[config.mk]
export PLATFORM = sky130hd
export DESIGN_NAME = sb_rx_deserializer
export DESIGN_NICKNAME = d
export VERILOG_FILES = /design/src/rtl/sb_rx_deserializer.sv
export SDC_FILE = /design/constraint.sdc
export NUM_CORES = 1
export LEC_CHECK = 0
export ABC_AREA = 1
export CORE_AREA = 2 2 173 141
export CTS_CLUSTER_SIZE = 12
export DETAILED_ROUTE_END_ITERATION = 7
export DIE_AREA = 0 0 175 143
export GPL_TIMING_DRIVEN = 0
export HOLD_SLACK_MARGIN = 0.06
export PLACE_DENSITY_LB_ADDON = 0.25
export SETUP_SLACK_MARGIN = 0.15
export SYNTH_ARGS = -nofsm -noshare
export SYNTH_HDL_FRONTEND = slang
export SYNTH_SLANG_ARGS = --single-unit
export TNS_END_PERCENT = 100
[constraint.sdc]
create_clock -name i_clk -period 2.48 [get_ports i_clk]
set_input_delay 0.248 -clock i_clk [delete_from_list [all_inputs] [get_ports i_clk]]
set_output_delay 0.248 -clock i_clk [all_outputs]
set_load 0.02 [all_outputs]
[src/rtl/sb_rx_deserializer.sv]
// Sideband RX deserializer: LSB-first serial-to-parallel packet assembly with a
// one-entry pending buffer and a four-phase done/ack handshake toward the decode FSM.
module sb_rx_deserializer #(
  parameter int unsigned DATA_W = 64
) (
  input  logic              i_clk,
  input  logic              i_rst_n,
  input  logic              i_ser_data,
  input  logic              i_ser_valid,
  input  logic              i_flush,
  input  logic              i_de_ser_done_sampled,
  output logic [DATA_W-1:0] o_deser_data,
  output logic              o_de_ser_done,
  output logic              o_frame_error,
  output logic              o_overrun
);

  localparam int unsigned CNT_W = $clog2(DATA_W);

  typedef enum logic {SH_IDLE, SH_SHIFT} sh_state_t;
  typedef enum logic [1:0] {OUT_EMPTY, OUT_FULL, OUT_WAIT_ACK_LOW} out_state_t;

  sh_state_t         sh_state, sh_next;
  out_state_t        out_state, out_next;
  logic [DATA_W-1:0] shift_q, shift_d, pend_q, word;
  logic [CNT_W-1:0]  cnt_q, cnt_d;
  logic              pend_valid_q;
  logic              word_done, frame_err_d, overrun_d;
  logic              load_word, load_pend, store_pend, clr_pend;

  // Shift FSM: new bits enter at the MSB so bit k ends up at position k after DATA_W shifts.
  always_comb begin
    sh_next     = sh_state;
    shift_d     = shift_q;
    cnt_d       = cnt_q;
    word_done   = 1'b0;
    frame_err_d = 1'b0;
    word        = {i_ser_data, shift_q[DATA_W-1:1]};
    if (i_flush) begin
      sh_next = SH_IDLE;
      shift_d = '0;
      cnt_d   = '0;
    end else begin
      case (sh_state)
        SH_IDLE: begin
          if (i_ser_valid) begin
            shift_d = {i_ser_data, {(DATA_W-1){1'b0}}};
            cnt_d   = CNT_W'(1);
            sh_next = SH_SHIFT;
          end
        end
        SH_SHIFT: begin
          if (i_ser_valid) begin
            shift_d = word;
            if (cnt_q == CNT_W'(DATA_W-1)) begin
              word_done = 1'b1;
              cnt_d     = '0;
              sh_next   = SH_IDLE;
            end else begin
              cnt_d = cnt_q + 1'b1;
            end
          end else begin
            frame_err_d = 1'b1;
            cnt_d       = '0;
            sh_next     = SH_IDLE;
          end
        end
        default: sh_next = SH_IDLE;
      endcase
    end
  end

  // Output handshake; a word finishing while the ack drops goes straight to the output
  // when nothing is pending, otherwise it replaces the pending entry being unloaded.
  always_comb begin
    out_next   = out_state;
    load_word  = 1'b0;
    load_pend  = 1'b0;
    store_pend = 1'b0;
    clr_pend   = 1'b0;
    overrun_d  = 1'b0;
    if (i_flush) begin
      out_next = OUT_EMPTY;
      clr_pend = 1'b1;
    end else begin
      case (out_state)
        OUT_EMPTY: begin
          if (word_done) begin
            load_word = 1'b1;
            out_next  = OUT_FULL;
          end
        end
        OUT_FULL: begin
          if (i_de_ser_done_sampled) out_next = OUT_WAIT_ACK_LOW;
          if (word_done) begin
            if (pend_valid_q) overrun_d  = 1'b1;
            else              store_pend = 1'b1;
          end
        end
        OUT_WAIT_ACK_LOW: begin
          if (!i_de_ser_done_sampled) begin
            if (pend_valid_q) begin
              load_pend = 1'b1;
              out_next  = OUT_FULL;
              if (word_done) store_pend = 1'b1;
              else           clr_pend   = 1'b1;
            end else if (word_done) begin
              load_word = 1'b1;
              out_next  = OUT_FULL;
            end else begin
              out_next = OUT_EMPTY;
            end
          end else if (word_done) begin
            if (pend_valid_q) overrun_d  = 1'b1;
            else              store_pend = 1'b1;
          end
        end
        default: out_next = OUT_EMPTY;
      endcase
    end
  end

  always_ff @(posedge i_clk or negedge i_rst_n) begin
    if (!i_rst_n) begin
      sh_state      <= SH_IDLE;
      out_state     <= OUT_EMPTY;
      shift_q       <= '0;
      cnt_q         <= '0;
      pend_q        <= '0;
      pend_valid_q  <= 1'b0;
      o_deser_data  <= '0;
      o_de_ser_done <= 1'b0;
      o_frame_error <= 1'b0;
      o_overrun     <= 1'b0;
    end else begin
      sh_state      <= sh_next;
      out_state     <= out_next;
      shift_q       <= shift_d;
      cnt_q         <= cnt_d;
      o_frame_error <= frame_err_d;
      o_overrun     <= overrun_d;
      o_de_ser_done <= (out_next == OUT_FULL);
      if (load_word)      o_deser_data <= word;
      else if (load_pend) o_deser_data <= pend_q;
      if (store_pend) begin
        pend_q       <= word;
        pend_valid_q <= 1'b1;
      end else if (clr_pend) begin
        pend_valid_q <= 1'b0;
      end
    end
  end

endmodule
==> results_dict.tcl <==
set metrics [dict create \
    synthFlopType "dfrtp_1" \
    async_flop_share_pct 100 \
    crit_fanout 10 \
    ys_warn_count 0 \
    clkSinkCount 204 \
    path_clk_slew_ns 0.06 \
    fillerInstances 2279 \
    crit_path_start_kind "flop" \
    p_leak_nw 4.97 \
    synth_cells 942 \
    nNetsFinal 1052 \
    die_area_um2 25000 \
    grt_usage_pct 18.1 \
    use_met2_pct 27.0 \
    ant_nets 0 \
    vias 7095 \
    drt-initial-drc-count 571 \
    fin_crit_sh_pct 87.3 \
    antenna_found_initial 0 \
    finalClockSkew_ns 0.0156 \
    setup_viol 0 \
    syn_to_final_growth_pct 22.1 \
    routed_via_density 5.18 \
    drcViolationCount 0 \
    syn_nets 953 \
    status "complete, no violations" \
    grt_pass1_wl_mm 36.8 \
    synth-xor-area-share_pct 0.301 \
    setup_tns_ns 0 \
    grt_setup_unrepaired "false" \
    htree_levels 1 \
    multi_input_area_um2 2940 \
    wl_per_cell_um 16.1 \
    end_kind "flop" \
    grt_util_met3_pct 2.72 \
    cts_tree "yes" \
    synth_top_family_by_area "simple AND/OR/NAND/NOR gates" \
    cap_violations 0 \
    stdcell_count 1370 \
    clk_latency_ns 0.52 \
    finalCriticalPeriod_ns 2.16 \
    die_w_um 175 \
    yosys_register_bits 204 \
    synth_edf_count 0 \
    fp.dieH_um 143 \
    syn_area_um2 8720 \
    cts_root_buf "clkbuf_16" \
    core_um2 23200 \
    antennaDiodeCount 0 \
    totalWireLength_mm 22.1 \
    totalPowerFinal_w 0.00692 \
    rows 50 \
    reg2reg_depth 9 \
    worstSetupPathType "flop to flop" \
    timing.final.max_slew_violations 0 \
    synth-simple-area-share_pct 27.5 \
    firstDrtPassIters 4 \
    fin_util_pct 45.9 \
    power_density_nw_per_um2 650 \
    dp.cells 1327 \
    cts_buffers 23 \
    crit_required_ns 2.93 \
    synth_compound_area_share_pct 5.22 \
    ys_seq_area_share_pct 58.5 \
    grt_max_degree 108 \
    start_util_pct 37.6 \
    seq_area_um2 5100 \
    drive_gt1_share_pct 8.88 \
    io_buffers 72 \
    synth.distinct_cells 25 \
    hold_viol 0 \
    hold_class "primary input to async pin" \
    synth_area_per_cell_um2 9.26 \
    grt_overflow 0 \
    clock_path_buffers 3 \
    synthMuxAreaShare_pct 0 \
    reg2reg_from "out_state[0]" \
    ioPinCount 73 \
    gp_congestion 0.791 \
    fmaxAchievable_mhz 462 \
    ir_drop_v 0.000449 \
    reg2reg_to "o_deser_data[8]" \
    busiest_layer "met1" \
    critPathSlowestCell "clkbuf_1" \
    cp_slowest_stage_delay_ns 0.42 \
    grt_pass1_vias 7046 \
    hold_ws_ns 0.370 \
    synthAdderAreaFrac_pct 0.717 \
    worstPathArrival_ns 2.62 \
    endpoint "o_deser_data[8]" \
    cpMostUsedCell "inv_1" \
    path_cells "inv_1, ha_1, inv_1, nor2_1, nand2_1, inv_2, clkbuf_1, nand4_1, nand3_1" \
    startpoint "out_state[0]" \
    slew_headroom_pct 49.7 \
    dp_hpwl_mm 14.8 \
    worst_pin_slew_ns 0.754 \
    met1_usage_pct 27.1 \
    r2r_setup_slack_ns 0.32 \
]
[power breakdown]
| group | switching, W | internal, W | total, W | leakage, nW |
|---|---|---|---|---|
| clock network | 0.00135 | 0.00210 | 0.00346 | 0.373 |
| registers | 0.00000333 | 0.00333 | 0.00334 | 2.85 |
| logic | 0.000109 | 0.0000238 | 0.000133 | 1.75 |
| total | 0.00146 | 0.00546 | 0.00692 | 4.97 |
[layer usage]
metal	wire length, µm	up-vias	share of wire [%]
met2	9330	140	42
met1	11300	3459	51
met4	574	0	2.6
met3	940	38	4.3
met5	0	-	0
li1	-	3458	-
[cell families after synthesis]
logic type	Yosys count
AO/OA/AOI/OAI	73
buffers and inverters	158
AND/OR/NAND/NOR	499
XOR/XNOR	3
flip-flops	204
adder cells (fa/ha/maj)	5
[worst max-delay path, delay by kind of cell, from the launching register on]
kind | cells | cell delay, ns
fa+ha+maj | 1 | 0.17
buf+inv | 4 | 0.82
flops | 1 | 0.40
simple gates | 4 | 0.70
[synth_stat cells (all sizes together) (2+ instances only)]
library cell  number  area [µm²]
clkbuf            26        97.6
nand3            135         686
ha                 5        62.6
buf               54         287
nand2            219         825
nor2              13        63.8
dfrtp            204        5100
nand4            131         820
inv               78         293
o22ai             62         388
xor2               2        17.5
o21ai              6        30.0
[registers in the layout (all words and copies together) (netlist names)]
name           cells
o_deser_data      64
pend_q            64
shift_q           63
cnt_q              6
out_state          2
o_de_ser_done      1
o_frame_error      1
o_overrun          1
pend_valid_q       1
sh_state           1
[area by class of cell]
| cell class | count | area share [%] |
|---|---|---|
| multi-input combinational | 580 | 27.6 |
| inverter | 78 | 2.75 |
| sequential | 204 | 47.9 |
| clock inverter | 5 | 0.764 |
| timing repair buffer | 74 | 7.17 |
| clock buffer | 37 | 6.46 |
| tap | 312 | 3.67 |
| buffer | 80 | 3.62 |
[placed cells by master (no fill, tap or decap)]
cell type        instances
bufinv_16                2
clkbuf_8                 6
a32o_1                   1
o22ai_1                 62
o21bai_1                 1
dlygate4sd3_1            1
a21boi_0                 1
buf_8                    1
inv_6                    1
nor3_1                   1
xnor2_1                  1
clkbuf_1                33
ha_1                     5
clkdlybuf4s50_1         71
clkinv_2                 1
o21ai_0                  6
dfrtp_1                204
buf_1                    7
buf_2                   37
nand3_2                  2
nand4_1                131
nor2_1                  11
inv_2                    5
inv_1                   73
a21oi_1                  1
buf_4                   10
buf_16                   1
nand2_2                  1
a22oi_1                  1
clkinvlp_4               1
clkbuf_16               23
nand3_1                133
nor2_4                   2
xor2_1                   2
nand2_1                218
clkbuf_2                 1
[through the flow]
stage	area (µm²)	setup WS, ns
finish	10600	0.316
global route	10600	0.153
detailed placement	9870	0.161
global placement	9840	-7.63
CTS	10600	0.285
floorplan	8720	0.851
[worst min-delay path by stage]
stage               slack [ns]        from             to  depth (start not counted)
CTS                       0.38     i_rst_n  o_frame_error                          2
finish                    0.37     i_rst_n  o_frame_error                          2
floorplan                -0.05     i_rst_n       cnt_q[0]                          0
global placement          0.45    sh_state       cnt_q[0]                          1
detailed placement        0.34     i_rst_n  o_frame_error                          1
global route              0.41  i_ser_data     pend_q[63]                          3
[what timing repair did]
action / 4_1_cts / 5_1_grt
gates resized for setup: 0 / 2
buffers inserted: 0 / 0
endpoints found under the hold margin: 97 / 0
setup endpoints to repair: 0 / 50
hold buffers: 1 / 0
Power figures use the tool's default switching activity.
==> RTL edit 1, RTL diff (config.mk and constraints unchanged) <==
Set the parameter `DATA_W` to 32 (it was 64).
--- a/src/rtl/sb_rx_deserializer.sv
+++ b/src/rtl/sb_rx_deserializer.sv
@@ -2,5 +2,5 @@
 // one-entry pending buffer and a four-phase done/ack handshake toward the decode FSM.
 module sb_rx_deserializer #(
-  parameter int unsigned DATA_W = 64
+  parameter int unsigned DATA_W = 32
 ) (
   input  logic              i_clk,
Interface: changed (resized o_deser_data); port bits go from 73 to 41. The function was not compared with the original's and may differ.
==> RTL edit 1 against the original RTL <==
Non-clock buffer count decreased by 70; wire length fell by 39%; total power down 52%; count of clock-buffer cells in the layout decreased by 27; synthesized area fell by 44%; setup slack better by 0.043 ns; sequential cell count down 97; largest power group is now registers; final area fell by 43%.
==> RTL edit 1: results (changes against the original RTL) <==
* Mapped Cells at 576 (was 942)
* Layout cells sized above 1 at 8.52% (was 8.88%)
* Routed length on met1 at 7.21 mm (was 11.3 mm)
* CP arrival at 2.36 ns (was 2.62 ns)
* Reg2reg path depth at 12 (was 9)
* Met2 wire len at 5.69 mm (was 9.33 mm)
* GRT Overall Usage at 11.4% (was 18.1%)
* Num CTS Buffers at 9 (was 23)
* Clk pin slew, worst setup/hold paths at 0.08 ns (was 0.06 ns)
* Met1 usage at 17.0% (was 27.1%)
* Commonest register cell after synthesis: dfrtp_1 (unchanged)
* Mapped Nets at 588 (was 953)
* CP max stage cell: dfrtp_1 (was clkbuf_1)
* H-tree levels at 3 (was 1)
* Peak VDD IR at 0.000314 V (was 0.000449 V)
* Largest regs: o_deser_data: 32 flops, pend_q: 32 flops, shift_q: 31 flops (was o_deser_data: 64 flops, pend_q: 64 flops, shift_q: 63 flops)
* Status: completed (unchanged)
* Pins Over Slew Limit at 0 (unchanged)
* Initial antenna violation count at 0 (unchanged)
* Reg area at 0.00268 mm2 (was 0.00510 mm2)
* Area post-placement at 0.00575 mm2 (was 0.00987 mm2)
* Commonest cells post-synth: nand2_1, dfrtp_1, nand3_1 (unchanged)
* Insertion delay to the later sink of the worst-skew pair at 0.35 ns (was 0.52 ns)
* Max Buffers Root-to-Sink at 2 (was 3)
* Drt first-iter violations at 266 (was 571)
* Fin cells at 946 (was 1370)
* Met2 Track Usage GR at 17.1% (was 27.0%)
* Vias per cell at 4.29 (was 5.18)
* Met3 Routed Length at 557 um (was 940 um)
* WS Path Type: reg -> reg (unchanged)
* GP Congestion at 0.729 (was 0.791)
* Setup bufs post-CTS at 0 (unchanged)
* Met3 Usage GRT at 2.40% (was 2.72%)
* First-pass GRT wire length at 22.6 mm (was 36.8 mm)
* Final WL at 13.5 mm (was 22.1 mm)
* Cells after DPL at 929 (was 1327)
* Clock skew at 0.00983 ns (was 0.0156 ns)
* Int Power at 2.59 mW (was 5.46 mW)
* Measured slew at the worst slew-check pin at 0.563 ns (was 0.754 ns)
* Slowest cell delay on critical path at just over 0.4 ns
* Fin worst setup slack at 0.359 ns (was 0.316 ns)
* Critical path launch point: cnt_q[0] (was out_state[0])
* Static leakage at 2.96 nW (was 4.97 nW)
* Kind of cell adding the most delay to the critical path: simple AND/OR/NAND/NOR gates (was buffers and inverters)
* Top post-synthesis cells by area: dfrtp_1, nand2_1, nand3_1 (was dfrtp_1, nand4_1, nand2_1)
* Nets at 641 (was 1052)
* Largest net degree at the start of global routing at 91 (was 108)
* Worst Hold Slack at 0.296 ns (was 0.370 ns)
* Number of global-route vias before repair at 4136 (was 7046)
* Fill count at 2527 (was 2279)
* Top sig layer: met4 (unchanged)
* PortBufs at 40 (was 72)
* Drt pass-1 iters at 5 (was 4)
* Diodes inserted at 0 (unchanged)
* Reg2reg end: o_deser_data[11] (was o_deser_data[8])
* Post-Place Setup Slack at 0.251 ns (was 0.161 ns)
* HP Class: in -> async (unchanged)
* Register area share after synthesis at 54.3% (was 58.5%)
* DP Wirelength at 9.14 mm (was 14.8 mm)
RTL edit 1: cell count changes in the layout (fill, tap and decap cells not counted), sizes merged, moves of 5 or more:
cell and change:
clkdlybuf4s50 -32, o21ai -5, nand4 -99, nand3 -30, o22ai -31, clkbuf -39
inv -29, buf -26, nand2 -40, dfrtp -97
RTL edit 1: area by class of cell:
| type | count | share of cell area [%] |
|---|---|---|
| Tap cell | 312 | 6.43 |
| Multi-Input combinational cell | 379 | 30.0 |
| Inverter | 48 | 2.97 |
| Clock inverter | 6 | 1.17 |
| Buffer | 42 | 4.22 |
| Timing Repair Buffer | 42 | 7.23 |
| Sequential cell | 107 | 44.1 |
| Clock buffer | 10 | 3.93 |
RTL edit 1: timing repair:
item / CTS / global route
resized for setup: 0 / 6
hold buffers: 1 / 0
endpoints found under the setup margin: 0 / 23
endpoints found under the hold margin: 17 / 0
RTL edit 1: worst register-to-register path, cell delays in order (launching register included):
cell	delay, ns
dfrtp_1	0.41
ha_1	0.22
nand2_1	0.08
nor2_1	0.05
ha_1	0.19
nand2_1	0.12
inv_1	0.07
nand3_1	0.15
buf_4	0.21
clkbuf_4	0.25
nand3_1	0.10
nand2_1	0.11
nand2_1	0.05
RTL edit 1: cell families (layout without fill, tap and decap cells):
logic type               Yosys count  count (layout)  synth area share, %
AND/OR/NAND/NOR                  332             332                 30.0
XOR/XNOR                           1               1                0.178
AO/OA/AOI/OAI                     40              40                 5.23
adder cells (fa/ha/maj)            6               6                 1.52
flip-flops                       107             107                 54.3
buffers and inverters             90             148                 8.68
RTL edit 1: power groups by stage:
stage	registers [mW]	clock network (mW)	logic, mW
floorplan	1.79	0	0.0234
global placement	1.79	0	0.0848
detailed placement	1.78	0	0.0896
CTS	1.75	1.55	0.0908
global route	1.75	1.62	0.0999
finish	1.75	1.51	0.0866
==> RTL edit 2, RTL diff (config.mk and constraints unchanged) <==
Without the edit above. Take the reset off `shift_q` and load it in a clocked block of its own.
--- a/src/rtl/sb_rx_deserializer.sv
+++ b/src/rtl/sb_rx_deserializer.sv
@@ -125,5 +125,4 @@
       sh_state      <= SH_IDLE;
       out_state     <= OUT_EMPTY;
-      shift_q       <= '0;
       cnt_q         <= '0;
       pend_q        <= '0;
@@ -136,5 +135,4 @@
       sh_state      <= sh_next;
       out_state     <= out_next;
-      shift_q       <= shift_d;
       cnt_q         <= cnt_d;
       o_frame_error <= frame_err_d;
@@ -152,3 +150,7 @@
   end
 
+  always_ff @(posedge i_clk) begin
+    shift_q <= shift_d;
+  end
+
 endmodule
Behaviour: no difference found for any inputs over 10 cycles, from zero or initial values and one cycle with i_rst_n low; that may be too few to reach the edited logic, so the function may still have changed.
==> RTL edit 2 against the original RTL <==
Wire length up 1.2%; final area is 0.97% higher; largest cell class unchanged; setup slack gained 0.039 ns; via count increased by 4.8%; synthesized cell count grew 14%; synthesized area increased by 2.1%; sequential cell count unchanged; total power is 4.5% lower.
==> RTL edit 2: results (changes against the original RTL) <==
* Insertion delay to the later sink of the worst-skew pair at 0.50 ns (was 0.52 ns)
* GRT Overall Usage at 18.1% (about the same)
* Nets at 1181 (was 1052)
* DR WL/cell at 14.9 um (was 16.1 um)
* Largest net degree at the start of global routing at 83 (was 108)
* Measured slew at the worst slew-check pin at 0.693 ns (was 0.754 ns)
* DP Wirelength at 14.9 mm (was 14.8 mm)
* First-pass GRT wire length at 36.7 mm (was 36.8 mm)
* Status: completed (unchanged)
* Vias per cell at 4.97 (was 5.18)
* Num CTS Buffers at 22 (was 23)
* Clock Tree Root: clkbuf_16 (unchanged)
* Static leakage at 4.63 nW (was 4.97 nW)
* Area post-placement at 0.0100 mm2 (was 0.00987 mm2)
* Register area share after synthesis at 53.8% (was 58.5%)
* Post-Place Setup Slack at 0.145 ns (was 0.161 ns)
* Mapped Nets at 1083 (was 953)
* Max Buffers Root-to-Sink at 3 (unchanged)
* R2R Path Start: out_state[1] (was out_state[0])
* Drt pass-1 iters at 5 (was 4)
* Peak VDD IR at 0.000379 V (was 0.000449 V)
* Drt first-iter violations at 568 (was 571)
* GP Congestion at 0.796 (was 0.791)
* CP arrival at 2.56 ns (was 2.62 ns)
* Top post-synthesis cells by area: dfrtp_1, dfxtp_1, nand3_1 (was dfrtp_1, nand4_1, nand2_1)
* Reg2reg path depth at 8 (was 9)
* CP max stage cell: clkbuf_1 (unchanged)
* Fill count at 2285 (was 2279)
* Number of global-route vias before repair at 6971 (was 7046)
* Clk pin slew, worst setup/hold paths at 0.06 ns (about the same)
* Ys async rst share at 69.1% (was 100%)
* Clock skew at 0.0115 ns (was 0.0156 ns)
* Commonest cells post-synth: nand2_1, nand3_1, dfrtp_1 (was nand2_1, dfrtp_1, nand3_1)
* Critical path launch point: out_state[1] (was out_state[0])
* Post-synth cell types at 29 (was 25)
* Slowest cell delay on critical path at 0.44 ns (was 0.42 ns)
==> RTL edit 2: repair_timing <==
| action | CTS | global route |
|---|---|---|
| resized for setup | 1 | 0 |
| hold buffers | 1 | 0 |
| endpoints found under the hold margin | 59 | 0 |
| setup endpoints to repair | 1 | 0 |
==> RTL edit 2: path summary, 6_finish.rpt <==
kind	end	slack, ns
max	pend_q[45]	0.36
min	o_deser_data[20]	0.30
max reg2reg	pend_q[45]	0.36
min reg2reg	pend_q[22]	0.47
max in group asynchronous	pend_q[45]	1.37
min in group i_clk	o_deser_data[63]	0.42
==> RTL edit 2: power by group <==
part	switching [mW]	total (mW)	internal (mW)	leakage (nW)
Combinational	0.0885	0.112	0.0231	1.81
Clock	1.32	3.18	1.86	0.337
Sequential	0.00343	3.32	3.32	2.48
==> RTL edit 2: stage by stage <==
| step | std cells | util, % | power, mW |
|---|---|---|---|
| floorplan | 1072 | - | 3.42 |
| global placement | 1456 | 43.2 | 3.49 |
| detailed placement | 1457 | 43.3 | 3.50 |
| CTS | 1497 | 46.3 | 6.67 |
| global route | 1497 | 46.3 | 6.85 |
| finish | 1497 | 46.3 | 6.61 |
==> RTL edit 2: metal layers <==
metal,global-route usage (%),routed length [um]
met1,27.7,11400
met2,26.6,9360
met3,3.27,1190
met4,4.30,397
met5,0,0
==> RTL edit 2: cell families after synthesis <==
kind of cell,count (synthesis),share of synthesized area (%)
simple gates,562,28.9
buf+inv,225,11.2
flops,204,53.8
compound gates,73,5.14
fa+ha+maj,5,0.702
xor+xnor,3,0.295
==> RTL edit 2: cell type report <==
class | count | share of cell area (%)
plain buffers | 82 | 4.29
repair buffers | 74 | 7.06
multi-input cells | 643 | 29.0
clock buffers | 38 | 6.34
well taps | 312 | 3.63
inverters | 143 | 4.99
flip-flops and latches | 204 | 44.5
clock inverters | 1 | 0.105
